[src/rtl/divider_iter_pkg.sv]
// Shared definitions for the iterative restoring divider.
// Holds the FSM state encodings and a width helper used to size the
// iteration counter.
package divider_iter_pkg;

    localparam logic [1:0] ST_IDLE = 2'd0;
    localparam logic [1:0] ST_CALC = 2'd1;
    localparam logic [1:0] ST_DONE = 2'd2;

    // Number of bits needed to hold the unsigned value 'value' (at least 1).
    function automatic int bit_width(input int value);
        int w;
        w = 1;
        for (int i = 1; i < 31; i++) begin
            if ((value >> i) != 0) begin
                w = i + 1;
            end
        end
        return w;
    endfunction

endpackage

[src/rtl/divider_step.sv]
// Single combinational restoring-division step.
// Shifts the next dividend bit into the partial remainder and subtracts the
// divisor when it fits, producing one quotient bit.
module divider_step
    import divider_iter_pkg::*;
#(
    parameter int D_WIDTH = 4
) (
    input  logic [D_WIDTH:0]   rem_i,
    input  logic               quo_msb_i,
    input  logic [D_WIDTH-1:0] d_i,
    output logic [D_WIDTH:0]   rem_o,
    output logic               qbit_o
);

    logic [D_WIDTH+1:0] trial;
    logic [D_WIDTH:0]   diff;

    // Trial subtraction; the top trial bit can only be set when the divisor
    // is zero, in which case the low bits already equal the difference.
    always_comb begin
        trial  = {rem_i, quo_msb_i};
        qbit_o = (trial >= {2'b00, d_i});
        diff   = trial[D_WIDTH:0] - {1'b0, d_i};
        rem_o  = qbit_o ? diff : trial[D_WIDTH:0];
    end

endmodule

[src/rtl/divider_iter.sv]
// Iterative radix-2 restoring unsigned divider, one quotient bit per cycle.
// Valid/ready on both sides, stall_i freezes all state, async active-low and
// sync active-high resets both return to IDLE.
// Optional macro DIVIDER_DIV0_ERR_EN adds div_zero_o and a fast divide-by-zero path.
module divider_iter
    import divider_iter_pkg::*;
#(
    parameter int N_WIDTH = 8,
    parameter int D_WIDTH = 4
) (
    input  logic               clk_i,
    input  logic               reset_an_i,
    input  logic               reset_i,
    input  logic               stall_i,
    input  logic               valid_i,
    output logic               ready_o,
    input  logic [N_WIDTH-1:0] data_n_i,
    input  logic [D_WIDTH-1:0] data_d_i,
    output logic               valid_o,
    input  logic               ready_i,
    output logic [N_WIDTH-1:0] data_q_o,
    output logic [D_WIDTH-1:0] data_r_o
`ifdef DIVIDER_DIV0_ERR_EN
    ,
    output logic               div_zero_o
`endif
);

    localparam int CNT_W = bit_width(N_WIDTH);

    logic [1:0]         state_q,  state_d;
    logic [CNT_W-1:0]   cnt_q,    cnt_d;
    logic [N_WIDTH-1:0] quo_q,    quo_d;
    logic [D_WIDTH:0]   rem_q,    rem_d;
    logic [D_WIDTH-1:0] div_q,    div_d;
    logic [N_WIDTH-1:0] q_out_q,  q_out_d;
    logic [D_WIDTH-1:0] r_out_q,  r_out_d;
`ifdef DIVIDER_DIV0_ERR_EN
    logic               dz_q,     dz_d;
`endif

    logic [D_WIDTH:0]   step_rem;
    logic               step_qbit;

    divider_step #(
        .D_WIDTH (D_WIDTH)
    ) u_step (
        .rem_i     (rem_q),
        .quo_msb_i (quo_q[N_WIDTH-1]),
        .d_i       (div_q),
        .rem_o     (step_rem),
        .qbit_o    (step_qbit)
    );

    assign ready_o  = (state_q == ST_IDLE) & ~stall_i;
    assign valid_o  = (state_q == ST_DONE);
    assign data_q_o = q_out_q;
    assign data_r_o = r_out_q;
`ifdef DIVIDER_DIV0_ERR_EN
    assign div_zero_o = dz_q;
`endif

    // Next-state logic: sync reset wins, stall freezes everything, otherwise run the FSM.
    always_comb begin
        state_d = state_q;
        cnt_d   = cnt_q;
        quo_d   = quo_q;
        rem_d   = rem_q;
        div_d   = div_q;
        q_out_d = q_out_q;
        r_out_d = r_out_q;
`ifdef DIVIDER_DIV0_ERR_EN
        dz_d    = dz_q;
`endif
        if (reset_i) begin
            state_d = ST_IDLE;
            cnt_d   = '0;
            quo_d   = '0;
            rem_d   = '0;
            div_d   = '0;
            q_out_d = '0;
            r_out_d = '0;
`ifdef DIVIDER_DIV0_ERR_EN
            dz_d    = 1'b0;
`endif
        end else if (!stall_i) begin
            case (state_q)
                ST_IDLE: begin
                    if (valid_i) begin
                        quo_d   = data_n_i;
                        div_d   = data_d_i;
                        rem_d   = '0;
                        cnt_d   = CNT_W'(N_WIDTH - 1);
                        state_d = ST_CALC;
`ifdef DIVIDER_DIV0_ERR_EN
                        if (data_d_i == '0) begin
                            cnt_d   = '0;
                            q_out_d = '1;
                            r_out_d = '0;
                            dz_d    = 1'b1;
                            state_d = ST_DONE;
                        end
`endif
                    end
                end
                ST_CALC: begin
                    rem_d = step_rem;
                    quo_d = {quo_q[N_WIDTH-2:0], step_qbit};
                    cnt_d = cnt_q - 1'b1;
                    if (cnt_q == '0) begin
                        cnt_d   = '0;
                        q_out_d = {quo_q[N_WIDTH-2:0], step_qbit};
                        r_out_d = step_rem[D_WIDTH-1:0];
                        state_d = ST_DONE;
                    end
                end
                ST_DONE: begin
                    if (ready_i) begin
                        state_d = ST_IDLE;
`ifdef DIVIDER_DIV0_ERR_EN
                        dz_d    = 1'b0;
`endif
                    end
                end
                default: begin
                    state_d = ST_IDLE;
                end
            endcase
        end
    end

    // State registers with asynchronous active-low reset.
    always_ff @(posedge clk_i or negedge reset_an_i) begin
        if (!reset_an_i) begin
            state_q <= ST_IDLE;
            cnt_q   <= '0;
            quo_q   <= '0;
            rem_q   <= '0;
            div_q   <= '0;
            q_out_q <= '0;
            r_out_q <= '0;
`ifdef DIVIDER_DIV0_ERR_EN
            dz_q    <= 1'b0;
`endif
        end else begin
            state_q <= state_d;
            cnt_q   <= cnt_d;
            quo_q   <= quo_d;
            rem_q   <= rem_d;
            div_q   <= div_d;
            q_out_q <= q_out_d;
            r_out_q <= r_out_d;
`ifdef DIVIDER_DIV0_ERR_EN
            dz_q    <= dz_d;
`endif
        end
    end

endmodule

[config.mk]
export PLATFORM = sky130hd
export DESIGN_NAME = divider_iter
export DESIGN_NICKNAME = d
export VERILOG_FILES = /design/src/rtl/divider_iter_pkg.sv /design/src/rtl/divider_step.sv /design/src/rtl/divider_iter.sv
export SDC_FILE = /design/constraint.sdc
export NUM_CORES = 1
export LEC_CHECK = 0
export CORE_MARGIN = 4
export CORE_UTILIZATION = 30
export DETAILED_ROUTE_END_ITERATION = 10
export HOLD_SLACK_MARGIN = 0.12
export PLACE_DENSITY_LB_ADDON = 0.08
export SETUP_SLACK_MARGIN = 0.3
export SLEW_MARGIN = 25
export SYNTH_ARGS = -nofsm -noshare
export SYNTH_HDL_FRONTEND = slang
export SYNTH_HIERARCHICAL = 1
export SYNTH_SLANG_ARGS = --single-unit
[constraint.sdc]
create_clock -name clk_i -period 6.02 [get_ports clk_i]
set_clock_uncertainty 0.05 [all_clocks]
set_input_delay 1.505 -clock clk_i [delete_from_list [all_inputs] [get_ports clk_i]]
set_output_delay 1.505 -clock clk_i [all_outputs]
set_load 0.02 [all_outputs]
* After elaboration in Yosys (flattened, before gate mapping)
Index checks and enable logic that the tools add are counted.
** Storage, ports and cells
- Bits in registers :: 35
- Input port bits :: 18
- Output and inout port bits :: 14
** Operators by class
- Reduce and logical (&&, ||, !) cells :: 11
- Magnitude comparators :: 1
- Eq/ne operators :: 6
- Add/subtract/negate cells :: 2
- Bitwise gates (word level) :: 2
- Multiplexer cells :: 32
** Operators with widths (count)
- 8-bit 2-to-1 mux :: 7
- 4-bit 2-to-1 mux :: 12
- 5-bit 2-to-1 mux :: 4
- 8-bit case mux with 2 select lines :: 1
- 2-bit 2-to-1 mux :: 5
- 5-bit case mux with 2 select lines :: 1
- 3-bit AND reduction :: 3
- 4-bit case mux with 2 select lines :: 1
- 2-bit nonzero test :: 4
- 6-bit by 4-bit >= comparator with 1-bit output :: 1
- 3-bit != test, second input constant :: 2
- 2-bit case mux with 3 select lines :: 1
- 5-bit by 4-bit subtractor with 5-bit output :: 1
- 4-bit logical NOT :: 1
- 4-bit AND reduction :: 1
- 4-bit by 1-bit subtractor with 4-bit output, second input constant :: 1
- 3-bit by 2-bit != test with 1-bit output, second input constant :: 1
- 3-bit nonzero test :: 1
- 2-bit by 1-bit equality test with 1-bit output, second input constant :: 1
- 2-bit equality test, second input constant :: 1
- 2-bit logical NOT :: 1
- 2-bit != test, second input constant :: 1
- 1-bit AND :: 1
- 1-bit NOT :: 1

* Longest topological paths before layout
Gate-level depths: netlist of run 1.
- Depth after elaboration :: 6
- Gate-level depth with buffers :: 10

* Hierarchy
The synthesis of run 1 kept the hierarchy.
** By module, submodules not included
- divider_iter :: cells each 166, area an instance 1639.1 um^2, instances 1
- divider_step :: cells each 29, area an instance 234.0 um^2, instances 1

* Worst setup path after synthesis of run 1
Ideal clock, no wire load.
- Path kind :: in2out
- From :: input stall_i
- To :: output ready_o
- Stages :: 1
- Path buffers :: 0
- Setup slack :: 2.547 ns
- Data arrival time :: 1.918 ns
- Path through :: nor3_2
** On the way
- Word-level cells in the longest chain between the ends :: 2
** RTL lines
- start: declaration :: RTL line divider_iter.sv:14 : input logic stall_i,
- 1-bit NOT :: RTL line divider_iter.sv:55 : assign ready_o = (state_q == ST_IDLE) & ~stall_i;
- 1-bit AND :: RTL line divider_iter.sv:55
- end: declaration :: RTL line divider_iter.sv:16 : output logic ready_o,
No other way between the ends.

* Final worst setup path of run 1
Same ends and word-level chain as after synthesis.

==> results of run 1 <==
metal layers:
metal	vias up	global-route usage
met1	685	0.1699
met4	0	0.03683
li1	727	-
met2	27	0.2105
met5	-	0
met3	5	0.03879
per-stage QoR:
step | utilization | power, mW | area (um2)
floorplan | - | 0.3395 | 1873
global placement | 0.3697 | 0.3722 | 2215
detailed placement | 0.3697 | 0.3749 | 2215
CTS | 0.3893 | 0.5992 | 2332
global route | 0.3893 | 0.6225 | 2332
finish | 0.3893 | 0.5876 | 2332
flip-flops by register name, summed over array words and instances, names as in the netlist:
register  cells
cnt_q         4
data_q_o      8
quo_q         8
data_r_o      4
rem_q         5
div_q         4
state_q       2
power by group through the flow:
stage,Combinational (mW),Sequential (mW),Clock (mW)
detailed placement,0.110,0.265,0
global placement,0.108,0.265,0
CTS,0.110,0.261,0.229
global route,0.122,0.262,0.238
floorplan,0.0766,0.263,0
finish,0.107,0.261,0.220
final cells by class:
cell class              instances  area, um2
well taps                      75      93.84
multi-input cells             142      889.6
clock inverters                 2      35.03
flip-flops and latches         35      875.8
repair buffers                 33      325.3
clock buffers                   6      82.58
inverters                       8      30.03
fillers                       604       3659
critical path: cells and delay by family:
family                 cells  cell delay (ps)
buffers and inverters      2             1160
and+or+nand+nor            1              310
layout by cell type, fill, tap and decap left out, types with 6 or more instances in the layout:
master,Yosys,final
inv_1,8,8
o21ai_0,9,9
nand2_1,53,53
a21oi_1,19,19
clkbuf_8,0,6
mux2i_1,9,9
o31ai_1,8,8
clkdlybuf4s50_1,0,31
dfrtp_1,35,35
kinds of logic after synthesis:
family	after synthesis	share of synthesized area
fa+ha+maj	5	0.03741
flops	35	0.4676
simple gates	75	0.1884
compound gates	50	0.1837
mux	10	0.05611
buf+inv	18	0.05745
xor+xnor	2	0.009354
worst paths after layout:
| kind | start | cells after the start | end |
|---|---|---|---|
| worst max-delay path | stall_i | 3 | ready_o |
| worst min register to register | rem_q[4] | 2 | rem_q[4] |
| max in group asynchronous | reset_an_i | 2 | state_q[1] |
| min in group asynchronous | reset_an_i | 2 | quo_q[4] |
| worst min-delay path | rem_q[4] | 2 | rem_q[4] |
| worst max register to register | quo_q[7] | 9 | rem_q[1] |
==> metrics.yaml, run 1 <==
final_hold_viol_count: 0
dr_wl_met2_um: 2002
crit_path_start_kind: "primary input"
p_per_area_mw_per_mm2: 251.9
crit_chain: "clkdlybuf4s50_1 -> nor3_2 -> clkdlybuf4s50_1"
fp-row-count: 28
yosysWarnings: 6
tns_ps: 0
syn_area_mm2: 0.001873
setup_viol: 0
cts_root_buffer: "clkbuf_8"
leakage_nw: 0.9540
vias: 1444
chipWidth_um: 87.02
syn_inst: 195
slowest_delay_ps: 680
path_common_cell: "clkdlybuf4s50_1"
cts_setup_buffers: 0
design.die.area_mm2: 0.007572
firstDrtPassIters: 4
intPower_uw: 431.4
grt_pass1_wl_um: 7755
wl_per_cell_um: 14.40
min_period_over_period: 0.7521
drtAntennaViolNets: 0
slew_viol_final: 0
worstPathArrival_ps: 2970
synth_nets: 218
rrSetupSlack_ps: 3440
criticalPathCategory: "in -> out"
nNetsFinal: 248
grt_overflow: 0
dp.cells: 293
clk_latency_ps: 280
required_ps: 4470
p_comb_frac: 0.183
hpwl_um: 3038
syn_to_final_growth_pct: 24.52
diodes: 0
ys_types: 39
hold_ws_ps: 444.0
met3_length_um: 163
yosys_register_bits: 35
clkTransAtPathRegs_ps: 70
switchingPower_uw: 156.2
hp-class: "reg -> reg"
maxCapViolCount: 0
clock_power_share: 0.374
instances_no_fill: 301
drive_above_1_share: 0.1150
tightest_slew_ps: 700.6
h-tree-depth: 2
timing.critical_path.to_type: "output pin"
cts_resized: 0
drtIter0Drc: 62
yosysTopAreaCell: "dfrtp_1"
viasPerCell: 4.797
initial_utilization: 0.3127
antenna_found_initial: 0
grt_start_max_net_pins: 36
switching_share: 0.2658
drt-met1-wl_um: 2119
cts_made_buffers: 5
synth_common_cells: "nand2_1 (53), dfrtp_1 (35), a21oi_1 (19), mux2i_1 (9), o21ai_0 (9)"
outcome: "finished, final reports clean"
finalWorstSetupSlack_ps: 1492
portBuffers: 31
yosysMostFrequentCell: "nand2_1"
pwr-share-seq: 0.444
dr.max_layer_used: "met4"
peakVddDrop_mv: 0.09782
synth_edf_count: 0
crit_slowest_cell: "clkdlybuf4s50_1"
synth-async-reset-ratio: 1.000
rsz0062_at_grt: "false"
fmax_mhz: 220.9
fin_crit_ps: 4528
core_area_mm2: 0.005991
ys.flop_type: "dfrtp_1"
dp_slack_ps: 1483
grt_pass1_vias: 1598
synth_area_leaders: "dfrtp_1 (47%), nand2_1 (11%), a21oi_1 (5.1%)"
synth_top_area_frac: 0.4676
cts_hold_buf: 0
synth_seq_area_share: 0.4676
die_h_um: 87.02
cts_sinks: 35
maxSlewHeadroom: 0.5319
place_congestion: 0.7481
cts_tree: "yes"
drcViolationCount: 0
worstPathMaxFanout: 6
clk_path_buf_depth: 2
wirelength_um: 4334
ios: 32
grtUsageTotal: 0.1307
synth_area_per_cell_um2: 9.605
No activity file was read; power rests on OpenSTA's default activity.
==> run 2, diff against run 1 <==
Clock period 6.02 ns to 4.1 ns, I/O delays scaled along.
==> run 2 against run 1 <==
- total power increased by 32%
- first-iteration DRC count shrank 16%
- sequential share of layout area increased by 0.59 points
- non-clock buffer count unchanged
- critical path depth is the same
- wire length is 1.1% lower
- cell area shrank 1.6%
- worst hold slack worse by 11 ps
- die area is the same
- register-to-register slack got worse by 1900 ps
- core utilization is 0.61 points lower
- sequential cell count did not move
- largest cell class unchanged
==> metrics.yaml, run 2 (same netlist as run 1, synthesis figures left out) <==
cts_root_buffer: "clkbuf_8"  # unchanged
leakage_nw: 0.9350  # was 0.9540 nW
clk_path_buf_depth: 2  # unchanged
worstPathArrival_ps: 2480  # was 2970 ps
outcome: "finished, final reports clean"  # unchanged
die_h_um: 87.02  # unchanged
antenna_found_initial: 0  # unchanged
timing.critical_path.to_type: "output pin"  # unchanged
final_hold_viol_count: 0  # unchanged
fmax_mhz: 281.4
clk_latency_ps: 280  # about the same
cts_resized: 0  # unchanged
nNetsFinal: 248  # unchanged
cts_tree: "yes"  # unchanged
vias: 1446  # was 1444
grt_pass1_wl_um: 7465  # was 7755 um
rrSetupSlack_ps: 1520  # was 3440 ps
h-tree-depth: 2  # unchanged
p_total_uw: 778.5  # was 587.6 uW
design.die.area_mm2: 0.007572  # unchanged
fp-row-count: 28  # unchanged
wl_per_cell_um: 14.24  # was 14.40 um
drtIter0Drc: 52  # was 62
cts_made_buffers: 5  # unchanged
tns_ps: 0  # unchanged
cts_hold_buf: 0  # unchanged
drcViolationCount: 0  # unchanged
hp-class: "reg -> reg"  # unchanged
grtUsageTotal: 0.1258  # was 0.1307
rsz0062_at_grt: "false"  # unchanged
criticalPathCategory: "in -> out"  # unchanged
cts_setup_buffers: 0  # unchanged
chipWidth_um: 87.02  # unchanged
grt_pass1_vias: 1582  # was 1598
wirelength_um: 4287  # was 4334 um
place_congestion: 0.7363  # was 0.7481
tightest_slew_ps: 714.1  # was 700.6 ps
drtAntennaViolNets: 0  # unchanged
clkTransAtPathRegs_ps: 60  # was 70 ps
worstPathMaxFanout: 6  # unchanged
layout_commonest_cell: "nand2_1"  # unchanged
min_period_over_period: 0.8667
slew_viol_final: 0  # unchanged
layout_common_cells: "nand2_1 (53), dfrtp_1 (35), clkdlybuf4s50_1 (31)"  # unchanged
n_fill_cell: 598  # was 604
peakVddDrop_mv: 0.1295  # was 0.09782 mV
ios: 32  # unchanged
viasPerCell: 4.804  # was 4.797
maxSlewHeadroom: 0.5229  # was 0.5319
drive_above_1_share: 0.1062  # was 0.1150
maxCapViolCount: 0  # unchanged
core_area_mm2: 0.005991  # unchanged
syn_to_final_growth_pct: 22.58  # was 24.52%
reg2reg_depth: 9  # unchanged
portBuffers: 31  # unchanged
whs_path_depth: 2  # unchanged
diodes: 0  # unchanged
grt_overflow: 0  # unchanged
hpwl_um: 3058  # was 3038 um
firstDrtPassIters: 4  # unchanged
cts_sinks: 35  # unchanged
grt_start_max_net_pins: 36  # unchanged
initial_utilization: 0.3127  # unchanged
p_per_area_mw_per_mm2: 339.1  # was 251.9 mW/mm2
fin_crit_ps: 3554
crit_path_start_kind: "primary input"  # unchanged
setup_viol: 0  # unchanged
required_ps: 3020  # was 4470 ps
-- run 2: cell types whose count changed in the layout (fill, tap and decap cells not counted), sizes merged --
cell	before	now
clkbuf	6	7
bufinv	1	0
-- run 2: where the power goes --
| group | internal [mW] | switching [mW] | total (mW) | leakage, nW |
|---|---|---|---|---|
| combinational | 0.0730 | 0.0851 | 0.158 | 0.417 |
| sequential | 0.364 | 0.0186 | 0.382 | 0.476 |
| clock | 0.119 | 0.119 | 0.238 | 0.0422 |
-- run 2: layout make-up --
type | instances | area, um2 | share of cell area
repair buffers | 33 | 325.3 | 0.1417
clock inverters | 1 | 5.005 | 0.002180
clock buffers | 7 | 76.32 | 0.03324
inverters | 8 | 30.03 | 0.01308
multi-input cells | 142 | 889.6 | 0.3875
well taps | 75 | 93.84 | 0.04087
flip-flops and latches | 35 | 875.8 | 0.3815
-- run 2: path summary, 6_finish.rpt --
| kind | startpoint | end |
|---|---|---|
| setup / recovery | stall_i | ready_o |
| hold / removal | rem_q[4] | rem_q[4] |
| setup reg to reg | quo_q[7] | rem_q[1] |
| hold reg to reg | rem_q[4] | rem_q[4] |
| max in group asynchronous | reset_an_i | state_q[0] |
| min in group asynchronous | reset_an_i | data_q_o[7] |
-- run 2: through the flow --
step	utilization	std cells	area, um2	worst slack [ps]	hold slack, ps
2_1_floorplan	-	195	1873	1587	403.1
4_1_cts	0.3833	301	2296	529.5	438.4
5_1_grt	0.3833	301	2296	432.9	483.4
3_5_place_dp	0.3697	293	2215	529.5	423.5
3_3_place_gp	0.3697	293	2215	568.3	427.7
6_report	0.3833	301	2296	546.5	433.0
-- run 2: critical path, cell delays in order --
cell,delay (ps)
clkdlybuf4s50_1,470
nor3_2,300
clkdlybuf4s50_1,680
-- run 2: per-layer routing --
layer,vias to the layer above,global-route usage,part of all wire
li1,723,-,-
met1,691,0.1582,0.48
met2,27,0.2084,0.47
met3,5,0.03879,0.036
met4,0,0.03399,0.012
met5,-,0,0
==> run 3, diff against run 2 <==
Settings changed: GPL_TIMING_DRIVEN from default to 0.
==> run 3 against run 2 <==
- sequential cell count unchanged
- clock power increased by 3%
- die area unchanged
- core utilization increased by 1.3 points
- sequential power about the same
- count of clock-buffer cells in the layout unchanged
- wire length increased by 6.5%
- cell area increased by 3.4%
- critical path type unchanged
- critical endpoint unchanged
==> metrics.yaml, run 3 (same netlist as run 1, synthesis figures left out) <==
outcome: "finished, final reports clean"  # unchanged
drtAntennaViolNets: 0  # unchanged
h-tree-depth: 2  # unchanged
tightest_slew_ps: 632.8  # was 714.1 ps
cts_made_buffers: 5  # unchanged
layout_common_cells: "nand2_1 (53), dfrtp_1 (35), clkdlybuf4s50_1 (30)"  # was nand2_1 (53), dfrtp_1 (35), clkdlybuf4s50_1 (31)
peakVddDrop_mv: 0.1337  # was 0.1295 mV
grtUsageTotal: 0.1371  # was 0.1258
design.die.area_mm2: 0.007572  # unchanged
dp_slack_ps: 495.1  # was 529.5 ps
hold_ws_ps: 446.2  # was 433.0 ps
dr.max_layer_used: "met4"  # unchanged
fmax_mhz: 278.8  # was 281.4 MHz
slew_viol_final: 0  # unchanged
wl_per_cell_um: 14.72  # was 14.24 um
final_hold_viol_count: 0  # unchanged
worstPathArrival_ps: 2510  # was 2480 ps
criticalPathCategory: "in -> out"  # unchanged
cts_hold_buf: 0  # unchanged
drive_above_1_share: 0.1319  # was 0.1062
vias: 1492  # was 1446
n_fill_cell: 622  # was 598
portBuffers: 31  # unchanged
dr_wl_met2_um: 2128  # was 2016 um
cts_sinks: 35  # unchanged
fin_area_mm2: 0.002374  # was 0.002296 mm2
setup_viol: 0  # unchanged
postPlaceCellArea_mm2: 0.002292  # was 0.002215 mm2
cts_setup_buffers: 0  # unchanged
required_ps: 3020  # about the same
antenna_found_initial: 0  # unchanged
chipWidth_um: 87.02  # unchanged
cts_root_buffer: "clkbuf_8"  # unchanged
worstPathMaxFanout: 6  # unchanged
drt-met1-wl_um: 2211  # was 2066 um
met3_length_um: 163  # was 153 um
dp.cells: 302  # was 293
grt_pass1_wl_um: 7928  # was 7465 um
p_total_uw: 796.6  # was 778.5 uW
maxSlewHeadroom: 0.5782  # was 0.5229
rsz0062_at_grt: "false"  # unchanged
cts_resized: 0  # unchanged
finalWorstSetupSlack_ps: 513.2  # was 546.5 ps
clk_latency_ps: 280  # about the same
min_period_over_period: 0.8748  # was 0.8667
syn_to_final_growth_pct: 26.72  # was 22.58%
clkTransAtPathRegs_ps: 70  # was 60 ps
firstDrtPassIters: 4  # unchanged
tns_ps: 0  # unchanged
die_h_um: 87.02  # unchanged
fin_util: 0.3962  # was 0.3833
drcViolationCount: 0  # unchanged
viasPerCell: 4.813  # was 4.804
wirelength_um: 4564  # was 4287 um
instances_no_fill: 310  # was 301
initial_utilization: 0.3127  # unchanged
hpwl_um: 3341  # was 3058 um
core_area_mm2: 0.005991  # unchanged
fin_crit_ps: 3587  # was 3554 ps
timing.critical_path.to_type: "output pin"  # unchanged
crit_path_start_kind: "primary input"  # unchanged
cts_tree: "yes"  # unchanged
fp-row-count: 28  # unchanged
clk_path_buf_depth: 2  # unchanged
place_congestion: 0.7367  # was 0.7363
drtIter0Drc: 74  # was 52
leakage_nw: 0.9766  # was 0.9350 nW
p_per_area_mw_per_mm2: 335.6  # was 339.1 mW/mm2
nNetsFinal: 257  # was 248
grt_start_max_net_pins: 24  # was 36
grt_pass1_vias: 1516  # was 1582
ios: 32  # unchanged
maxCapViolCount: 0  # unchanged
layout_commonest_cell: "nand2_1"  # unchanged
hp-class: "reg -> reg"  # unchanged
grt_overflow: 0  # unchanged
diodes: 0  # unchanged
## run 3: cell types whose count changed in the layout (fill, tap and decap cells not counted), sizes merged
cell,change
buf,+7
clkbuf,+3
clkdlybuf4s50,-1
## run 3: final timing paths
check                      startpoint     endpoint  slack [ps]  cells after the start
max                           stall_i      ready_o         510                      3
min                          rem_q[4]     rem_q[4]         450                      2
max reg2reg                  quo_q[7]  data_r_o[1]        1540                      9
min reg2reg                  rem_q[4]     rem_q[4]         450                      2
max in group asynchronous  reset_an_i     div_q[1]        2970                      2
min in group asynchronous  reset_an_i  data_q_o[4]         580                      1
## run 3: power by group
part	leakage (nW)	internal, mW	switching [mW]
Sequential	0.476	0.364	0.0170
Clock	0.0422	0.119	0.125
Combinational	0.458	0.0815	0.0903
## run 3: area by class of cell
cell class | instances | area (um2) | share of cell area
Multi-Input combinational cell | 142 | 889.6 | 0.3748
Sequential cell | 35 | 875.8 | 0.3690
Timing Repair Buffer | 32 | 325.3 | 0.1371
Tap cell | 75 | 93.84 | 0.03954
Buffer | 10 | 77.57 | 0.03268
Clock buffer | 7 | 76.32 | 0.03216
Inverter | 8 | 30.03 | 0.01265
Clock inverter | 1 | 5.005 | 0.002109
## run 3: per-layer routing
metal	global-route usage	up-vias
li1	-	743
met5	0	-
met3	0.03784	5
met1	0.1889	718
met4	0.04674	0
met2	0.2063	26
## run 3: critical path, cell delays in order
cell and delay [ps]:
clkdlybuf4s50_1 490, nor3_2 320, clkdlybuf4s50_1 680
